## src/rtl/ds1302_time_scheduler.sv

```systemverilog
// rtl/ds1302_time_scheduler.sv - DS1302 read/write request sequencer with periodic reads and set arbitration
module ds1302_time_scheduler #(
  parameter int unsigned READ_PERIOD = 5_000_000,
  parameter int unsigned TIMEOUT     = 1_000_000,
  parameter bit          AUTO_INIT   = 1'b1,
  parameter logic [55:0] INIT_TIME   = 56'h19_02_06_11_00_00_00
) (
  input  logic        clk,
  input  logic        rst,
  input  logic        set_req,
  input  logic [55:0] set_time,
  output logic        set_ready,
  output logic        write_time_req,
  input  logic        write_time_ack,
  output logic [55:0] write_time,
  output logic        read_time_req,
  input  logic        read_time_ack,
  input  logic [55:0] read_time,
  output logic [55:0] time_now,
  output logic        time_valid,
  output logic        err
);

  localparam int PW = $clog2(READ_PERIOD);
  localparam int TW = $clog2(TIMEOUT);
  localparam logic [PW-1:0] PER_LAST = PW'(READ_PERIOD - 1);
  localparam logic [TW-1:0] TO_LAST  = TW'(TIMEOUT - 1);

  typedef enum logic [1:0] {ST_IDLE, ST_READ, ST_CHECK, ST_WRITE} state_t;

  state_t        state, state_nx;
  logic [PW-1:0] per_cnt;
  logic [TW-1:0] to_cnt;
  logic          set_pending, init_pend, init_done;
  logic          rd_ack, wr_ack, to_hit, set_take, enter_read, enter_write;

  // Acks only count while the matching request is actually on the wire.
  assign rd_ack      = (state == ST_READ)  && read_time_req  && read_time_ack;
  assign wr_ack      = (state == ST_WRITE) && write_time_req && write_time_ack;
  assign to_hit      = ((state == ST_READ) || (state == ST_WRITE)) && (to_cnt == TO_LAST)
                       && !rd_ack && !wr_ack;
  assign set_take    = set_req && set_ready;
  assign enter_read  = (state_nx == ST_READ)  && (state != ST_READ);
  assign enter_write = (state_nx == ST_WRITE) && (state != ST_WRITE);

  always_comb begin
    state_nx = state;
    case (state)
      ST_IDLE: begin
        if (set_pending || init_pend)  state_nx = ST_WRITE;
        else if (per_cnt == PER_LAST)  state_nx = ST_READ;
      end
      ST_READ: begin
        if (rd_ack)       state_nx = ST_CHECK;
        else if (to_hit)  state_nx = ST_IDLE;
      end
      ST_CHECK: state_nx = ST_IDLE;
      ST_WRITE: begin
        if (wr_ack)       state_nx = ST_READ;
        else if (to_hit)  state_nx = ST_IDLE;
      end
      default: state_nx = ST_IDLE;
    endcase
  end

  always_ff @(posedge clk) begin
    if (!rst) state <= ST_READ;
    else      state <= state_nx;
  end

  always_ff @(posedge clk) begin
    if (!rst) begin
      read_time_req  <= 1'b0;
      write_time_req <= 1'b0;
      write_time     <= '0;
      time_now       <= '0;
      time_valid     <= 1'b0;
      err            <= 1'b0;
      set_ready      <= 1'b1;
      set_pending    <= 1'b0;
      init_pend      <= 1'b0;
      init_done      <= 1'b0;
      per_cnt        <= '0;
      to_cnt         <= '0;
    end else begin
      // Requests rise one cycle after entering their state and drop on the leaving edge.
      read_time_req  <= (state == ST_READ)  && (state_nx == ST_READ);
      write_time_req <= (state == ST_WRITE) && (state_nx == ST_WRITE);
      time_valid     <= rd_ack;
      err            <= to_hit;

      if (enter_read)                per_cnt <= '0;
      else if (per_cnt != PER_LAST)  per_cnt <= per_cnt + 1'b1;

      if (state_nx != state)                               to_cnt <= '0;
      else if ((state == ST_READ) || (state == ST_WRITE))  to_cnt <= to_cnt + 1'b1;

      if (rd_ack) time_now <= read_time;
      if (to_hit) init_done <= 1'b1;

      if ((state == ST_CHECK) && !init_done) begin
        init_done <= 1'b1;
        if (AUTO_INIT && time_now[7] && !set_pending) begin
          init_pend  <= 1'b1;
          write_time <= INIT_TIME;
        end
      end

      if (wr_ack) begin
        set_pending <= 1'b0;
        init_pend   <= 1'b0;
        set_ready   <= 1'b1;
      end
      if (to_hit && (state == ST_WRITE)) set_ready <= !set_pending;
      // An init write also blocks new sets so write_time stays stable on the bus.
      if (enter_write) set_ready <= 1'b0;

      if (set_take) begin
        write_time  <= set_time;
        set_pending <= 1'b1;
        set_ready   <= 1'b0;
        init_pend   <= 1'b0;
      end
    end
  end

endmodule
```

## config.mk

```make
export PLATFORM = sky130hd
export DESIGN_NAME = ds1302_time_scheduler
export DESIGN_NICKNAME = d
export VERILOG_FILES = /design/src/rtl/ds1302_time_scheduler.sv
export SDC_FILE = /design/constraint.sdc
export NUM_CORES = 1
export LEC_CHECK = 0
export CAP_MARGIN = 25
export CORE_AREA = 2 2 135 170
export DETAILED_ROUTE_END_ITERATION = 8
export DIE_AREA = 0 0 137 172
export PLACE_DENSITY_LB_ADDON = 0.1
export SYNTH_ARGS = -nofsm -noshare
export SYNTH_HDL_FRONTEND = slang
export SYNTH_SLANG_ARGS = --single-unit
```

## constraint.sdc

```tcl
create_clock -name clk -period 4.2 [get_ports clk]
set_input_delay 0.84 -clock clk [delete_from_list [all_inputs] [get_ports clk]]
set_output_delay 0.84 -clock clk [all_outputs]
set_load 0.005 [all_outputs]
```

==> results of run 1 <==
-- state kept, by name (all words and copies together) (netlist names) --
name and cells:
per_cnt 23, init_pend 1, set_pending 1, to_cnt 20, err 1, init_done 1, write_time_req 1, write_time 56
state 2, time_now 56, set_ready 1, read_time_req 1, time_valid 1
-- placed cells by master, fill, tap and decap left out, types with 2 or more instances in the layout --
cell / n
bufinv_16: 3
o31a_1: 2
dfxtp_1: 165
nor4_1: 4
and2_1: 4
nand4_1: 14
a22oi_1: 48
buf_4: 10
clkinv_4: 2
or2_2: 3
o21ai_0: 4
xnor2_1: 22
nand2_1: 132
nand2b_1: 2
and4_1: 7
inv_6: 6
clkdlybuf4s50_1: 233
a21oi_1: 63
ha_1: 2
o2111ai_1: 2
nor3_2: 2
a211oi_1: 23
inv_1: 4
xor2_1: 17
nand3_1: 14
nor2b_1: 2
clkbuf_16: 17
nor4bb_1: 2
o221a_2: 8
o21bai_1: 2
o211ai_1: 3
nor3_1: 26
nor2_1: 67
inv_8: 2
and3_1: 6
-- per-stage QoR --
stage / utilization [%] / hold slack (ns) / setup slack (ns) / area (µm²)
after detailed placement: 41.0 / 0.446 / 1.36 / 9020
after floorplan: - / 0.453 / 2.12 / 6470
after CTS: 43.9 / 0.455 / 1.41 / 9640
after global routing: 43.9 / 0.471 / 1.25 / 9640
final: 43.9 / 0.453 / 1.42 / 9640
after global placement: 41.0 / 0.441 / 1.38 / 9020
-- metal layers --
| metal | global-route usage, % | routed length [µm] | share of wire, % |
|---|---|---|---|
| met1 | 20.8 | 8640 | 42 |
| met2 | 28.3 | 9840 | 48 |
| met3 | 6.80 | 1610 | 7.9 |
| met4 | 5.47 | 300 | 1.5 |
| met5 | 0 | 0 | 0 |
-- worst max-delay path, cell delays in order (launching register included) --
cell and delay [ns]:
dfxtp_1 0.67, nand4_1 0.29, or4_4 0.62, nand3b_4 0.21, a31oi_4 0.64, a211oi_1 0.17
-- final timing paths --
| path | start | to | slack [ns] | cells past startpoint |
|---|---|---|---|---|
| setup / recovery | state[0] | per_cnt[2] | 1.42 | 5 |
| setup reg to reg | state[0] | per_cnt[2] | 1.42 | 5 |
| hold reg to reg | time_now[8] | time_now[8] | 0.45 | 2 |
| hold / removal | time_now[8] | time_now[8] | 0.45 | 2 |
-- kinds of logic (layout without fill, tap and decap cells) --
kind of cell,count (synthesis),after routing
AND/OR/NAND/NOR,300,300
adder cells (fa/ha/maj),2,2
flip-flops,165,165
multiplexers,1,1
buffers and inverters,57,279
AO/OA/AOI/OAI,163,163
XOR/XNOR,39,39
-- final cells by class --
cell class | instances | area share (%)
sequential | 165 | 34.3
multi-input combinational | 505 | 30.4
timing repair buffer | 243 | 25.0
clock buffer | 18 | 4.56
tap | 283 | 3.67
clock inverter | 13 | 1.89
inverter | 5 | 0.221
-- power breakdown --
part	internal [µW]	switching (µW)	total, µW
clock network	971	691	1660
registers	1690	86.5	1770
logic	398	395	793
==> key figures, run 1 <==
Logic synthesis
  • Cell taking the most area after synthesis: dfxtp_1
  • Primary FF master, synth: dfxtp_1
  • Synth Area in Adders: 0.387%
  • Mux contribution to synthesized area: 0.155%
  • Distinct cells, synth: 54
  • Syn Nets: 846
  • Synthesized area per cell: 8.90 µm²
  • Asr flop ratio synth: 0%
  • Post-synth top cells: dfxtp_1, nand2_1, nor2_1, a21oi_1, a22oi_1
  • Largest family of logic cells by synthesized area: simple AND/OR/NAND/NOR gates
  • Compound-Gate Fraction of Synth Area: 17.6%
  • Post-Syn Instances: 727
  • EDFF count, synth: 0
  • Register bit count reported by yosys: 165
  • Post-synthesis sequential area ratio: 51.0%
  • Most frequent cell after synthesis: dfxtp_1
  • Post-synth top area share: 51.0%
  • Simple-gate portion of the synthesized area: 21.7%
  • Synth Warn #: 0
  • Synth area leaders: dfxtp_1, nand2_1, a22oi_1
  • XOR/XNOR Fraction of Synth Area: 5.28%
  • Synth Cell Area: 6470 µm²

Setup path
  • Worst EP required: 4.46 ns
  • Element type at the critical path end: flop
  • CP startpoint kind: flop
  • CP Max Fanout: 23
  • Crit path DAT: 3.05 ns
  • Crit Path Class: flop to flop

Placed design
  • I/O Buffers: 233
  • DP Cell Count: 1201
  • Final HPWL DP: 14.0 mm
  • Placer Congestion: 0.765

Clock network
  • Max Root-Sink Buffers: 2
  • Post_cts resized: 0
  • # hold bufs at CTS: 0
  • TritonCTS Sinks: 165
  • Clock Pin Slew Worst Setup and Hold Paths: 0.06 ns
  • Clock root buffer: clkbuf_16
  • Skew-Pair Late Insertion Delay: 0.43 ns
  • CTS tree: done
  • Total CTS buffers: 17
  • Postcts setup bufs: 0
  • H-tree depth reported by CTS: 4

Global route
  • Global route overflow: 0
  • Antenna violations before repair: 0
  • Total GRT Usage: 17.3%
  • Vias in the first global route: 5909
  • First-pass GRT wire length: 31.9 mm
  • Largest net degree at the start of global routing: 67

Status
  • Status: finished clean

STA
  • Clk_skew: 0.0161 ns
  • Crit share post-route: 66.2%
  • Fin crit period: 2.78 ns
  • RSZ-0062 raised after global routing: false
  • Final Slew Violations: 0
  • Slew headroom: 33.6%
  • Final hold violation count: 0
  • Fmax: 0.359 GHz
  • Worst-margin pin slew: 0.993 ns
  • TNS Setup: 0 ns
  • Finish-stage setup viols: 0

Detailed routing
  • Final WL: 20.4 mm
  • Vias: 5883
  • DR DRC count: 0
  • Final ANT Viol Nets: 0
  • Drt wl/cell: 16.6 µm
  • Initial DRC Count: 266
  • Vias per cell: 4.78
  • First-pass DRT Iterations: 4

Die
  • Initial core utilization: 29.4%
  • Die Span X: 137 µm
  • Die H: 172 µm
  • Num rows: 61
  • Die area: 23600 µm²
  • Core box area: 22000 µm²
  • I/O pin count: 234

Final layout
  • Multi-input logic area: 2930 µm²
  • N_diodes: 0
  • Post-Layout Cell Count: 1232
  • Fillers: 2174
  • Final net count: 1056
  • Layout cells sized above 1: 6.95%
  • FF+latch area: 3300 µm²
  • Area Overhead vs Synth: 48.9%

Pwr
  • Total Power: 4230 µW
  • Max rail drop VDD: 291 µV
  • PD cells: 439 nW/µm²
  • Leak Pwr: 0.00332 µW

Job
  • Max cap viols: 0

Worst hold path
  • Worst Hold Class: flop to flop
No activity file was read; power rests on OpenSTA's default activity.
==> run 2: changes to the inputs <==
==> constraint.sdc (replaced) <==
create_clock -name clk -period 2.6 [get_ports clk]
set_input_delay 0.52 -clock clk [delete_from_list [all_inputs] [get_ports clk]]
set_output_delay 0.52 -clock clk [all_outputs]
set_load 0.005 [all_outputs]
==> key figures, run 2 (synthesis results as in run 1) <==
Global route
  • Global route overflow: 0
  • Total GRT Usage: 17.4%
  • First-pass GRT wire length: 31.9 mm
  • Vias in the first global route: 5818
  • Largest net degree at the start of global routing: 131
  • Antenna violations before repair: 0

Setup path
  • R2R Setup Slk: 0.23 ns
  • CP Max Fanout: 23
  • Element type at the critical path end: flop
  • Crit path DAT: 2.65 ns
  • Worst EP required: 2.88 ns
  • CP startpoint kind: flop
  • Crit Path Class: flop to flop

Die
  • Die area: 23600 µm²
  • Die H: 172 µm
  • Num rows: 61
  • Core box area: 22000 µm²
  • Die Span X: 137 µm
  • I/O pin count: 234
  • Initial core utilization: 29.4%

STA
  • Slew headroom: 37.9%
  • Worst-margin pin slew: 0.929 ns
  • Clk_skew: 0.0133 ns
  • Crit share post-route: 91.0%
  • Final hold violation count: 0
  • Finish-stage setup viols: 0
  • TNS Setup: 0 ns
  • RSZ-0062 raised after global routing: false
  • Worst setup margin: 0.233 ns
  • Final Slew Violations: 0
  • Fin crit period: 2.37 ns
  • Fmax: 0.423 GHz

Job
  • Max cap viols: 0

Final layout
  • Most frequent cells in the layout: clkdlybuf4s50_1, dfxtp_1, nand2_1
  • N_diodes: 0
  • Final net count: 1069
  • Area Overhead vs Synth: 50.5%
  • Final Instance Area: 9740 µm²
  • Commonest non-fill, non-tap cell in the layout: clkdlybuf4s50_1
  • Post-Layout Cell Count: 1245
  • Top Registers: time_now x56, write_time x56, per_cnt x23
  • Layout cells sized above 1: 8.21%

Clock network
  • H-tree depth reported by CTS: 4
  • Skew-Pair Late Insertion Delay: 0.43 ns
  • Post_cts resized: 0
  • # hold bufs at CTS: 0
  • TritonCTS Sinks: 165
  • CTS tree: done
  • Total CTS buffers: 17
  • Clock Pin Slew Worst Setup and Hold Paths: 0.07 ns
  • Clock root buffer: clkbuf_16
  • Max Root-Sink Buffers: 2
  • Postcts setup bufs: 0

Detailed routing
  • Vias per cell: 4.79
  • Final WL: 20.6 mm
  • First-pass DRT Iterations: 6
  • Final ANT Viol Nets: 0
  • DR DRC count: 0
  • Vias: 5968
  • Drt wl/cell: 16.5 µm
  • Initial DRC Count: 269

Placed design
  • I/O Buffers: 233
  • Pre-CTS setup slack: 0.0605 ns
  • DP Cell Count: 1214
  • Placer Congestion: 0.758
  • Final HPWL DP: 14.0 mm
  • Placed Instance Area: 9180 µm²

Status
  • Status: finished clean

Pwr
  • Leak Pwr: 0.00338 µW
  • Max rail drop VDD: 483 µV
  • PD cells: 685 nW/µm²
  • Total Power: 6680 µW

Worst hold path
  • Worst Hold Class: flop to flop
## run 2: worst paths after layout
check / startpoint / endpoint / cells after the start
worst max-delay path: to_cnt[0] / per_cnt[0] / 7
worst min-delay path: time_now[14] / time_now[14] / 2
worst max register to register: to_cnt[0] / per_cnt[0] / 7
worst min register to register: time_now[14] / time_now[14] / 2
## run 2: layer usage
metal / GRT usage (%) / routed length, µm / vias up / part of all wire [%]
met3: 6.98 / 1620 / 23 / 7.9
met5: 0 / 0 / - / 0
met4: 5.38 / 397 / 0 / 1.9
met1: 21.3 / 8730 / 2789 / 42
li1: - / - / 2986 / -
met2: 27.8 / 9850 / 170 / 48
## run 2: where the power goes
group          switching (µW)  internal (µW)  total, µW
Sequential                113           2720       2840
Clock                    1180           1270       2450
Combinational             682            712       1390
## run 2: worst max-delay path, stage by stage, from the launching register on
cell	delay [ns]
dfxtp_1	0.37
ha_1	0.26
nand4_1	0.25
or4_4	0.62
nand3b_4	0.20
a31oi_4	0.24
buf_12	0.19
a211oi_1	0.10
## run 2: layout make-up
class / instances / area [µm²]
sequential: 165 / 3300
multi-input combinational: 505 / 2930
tap: 283 / 354
clock inverter: 14 / 139
fill: 2184 / 12200
inverter: 5 / 21.3
timing repair buffer: 256 / 2570
clock buffer: 17 / 425
## run 2: metrics by stage
step | hold WS (ns) | util (%)
after CTS | 0.456 | 44.3
after global placement | 0.442 | 41.8
after detailed placement | 0.447 | 41.8
after global routing | 0.473 | 44.3
after floorplan | 0.453 | -
final | 0.453 | 44.3
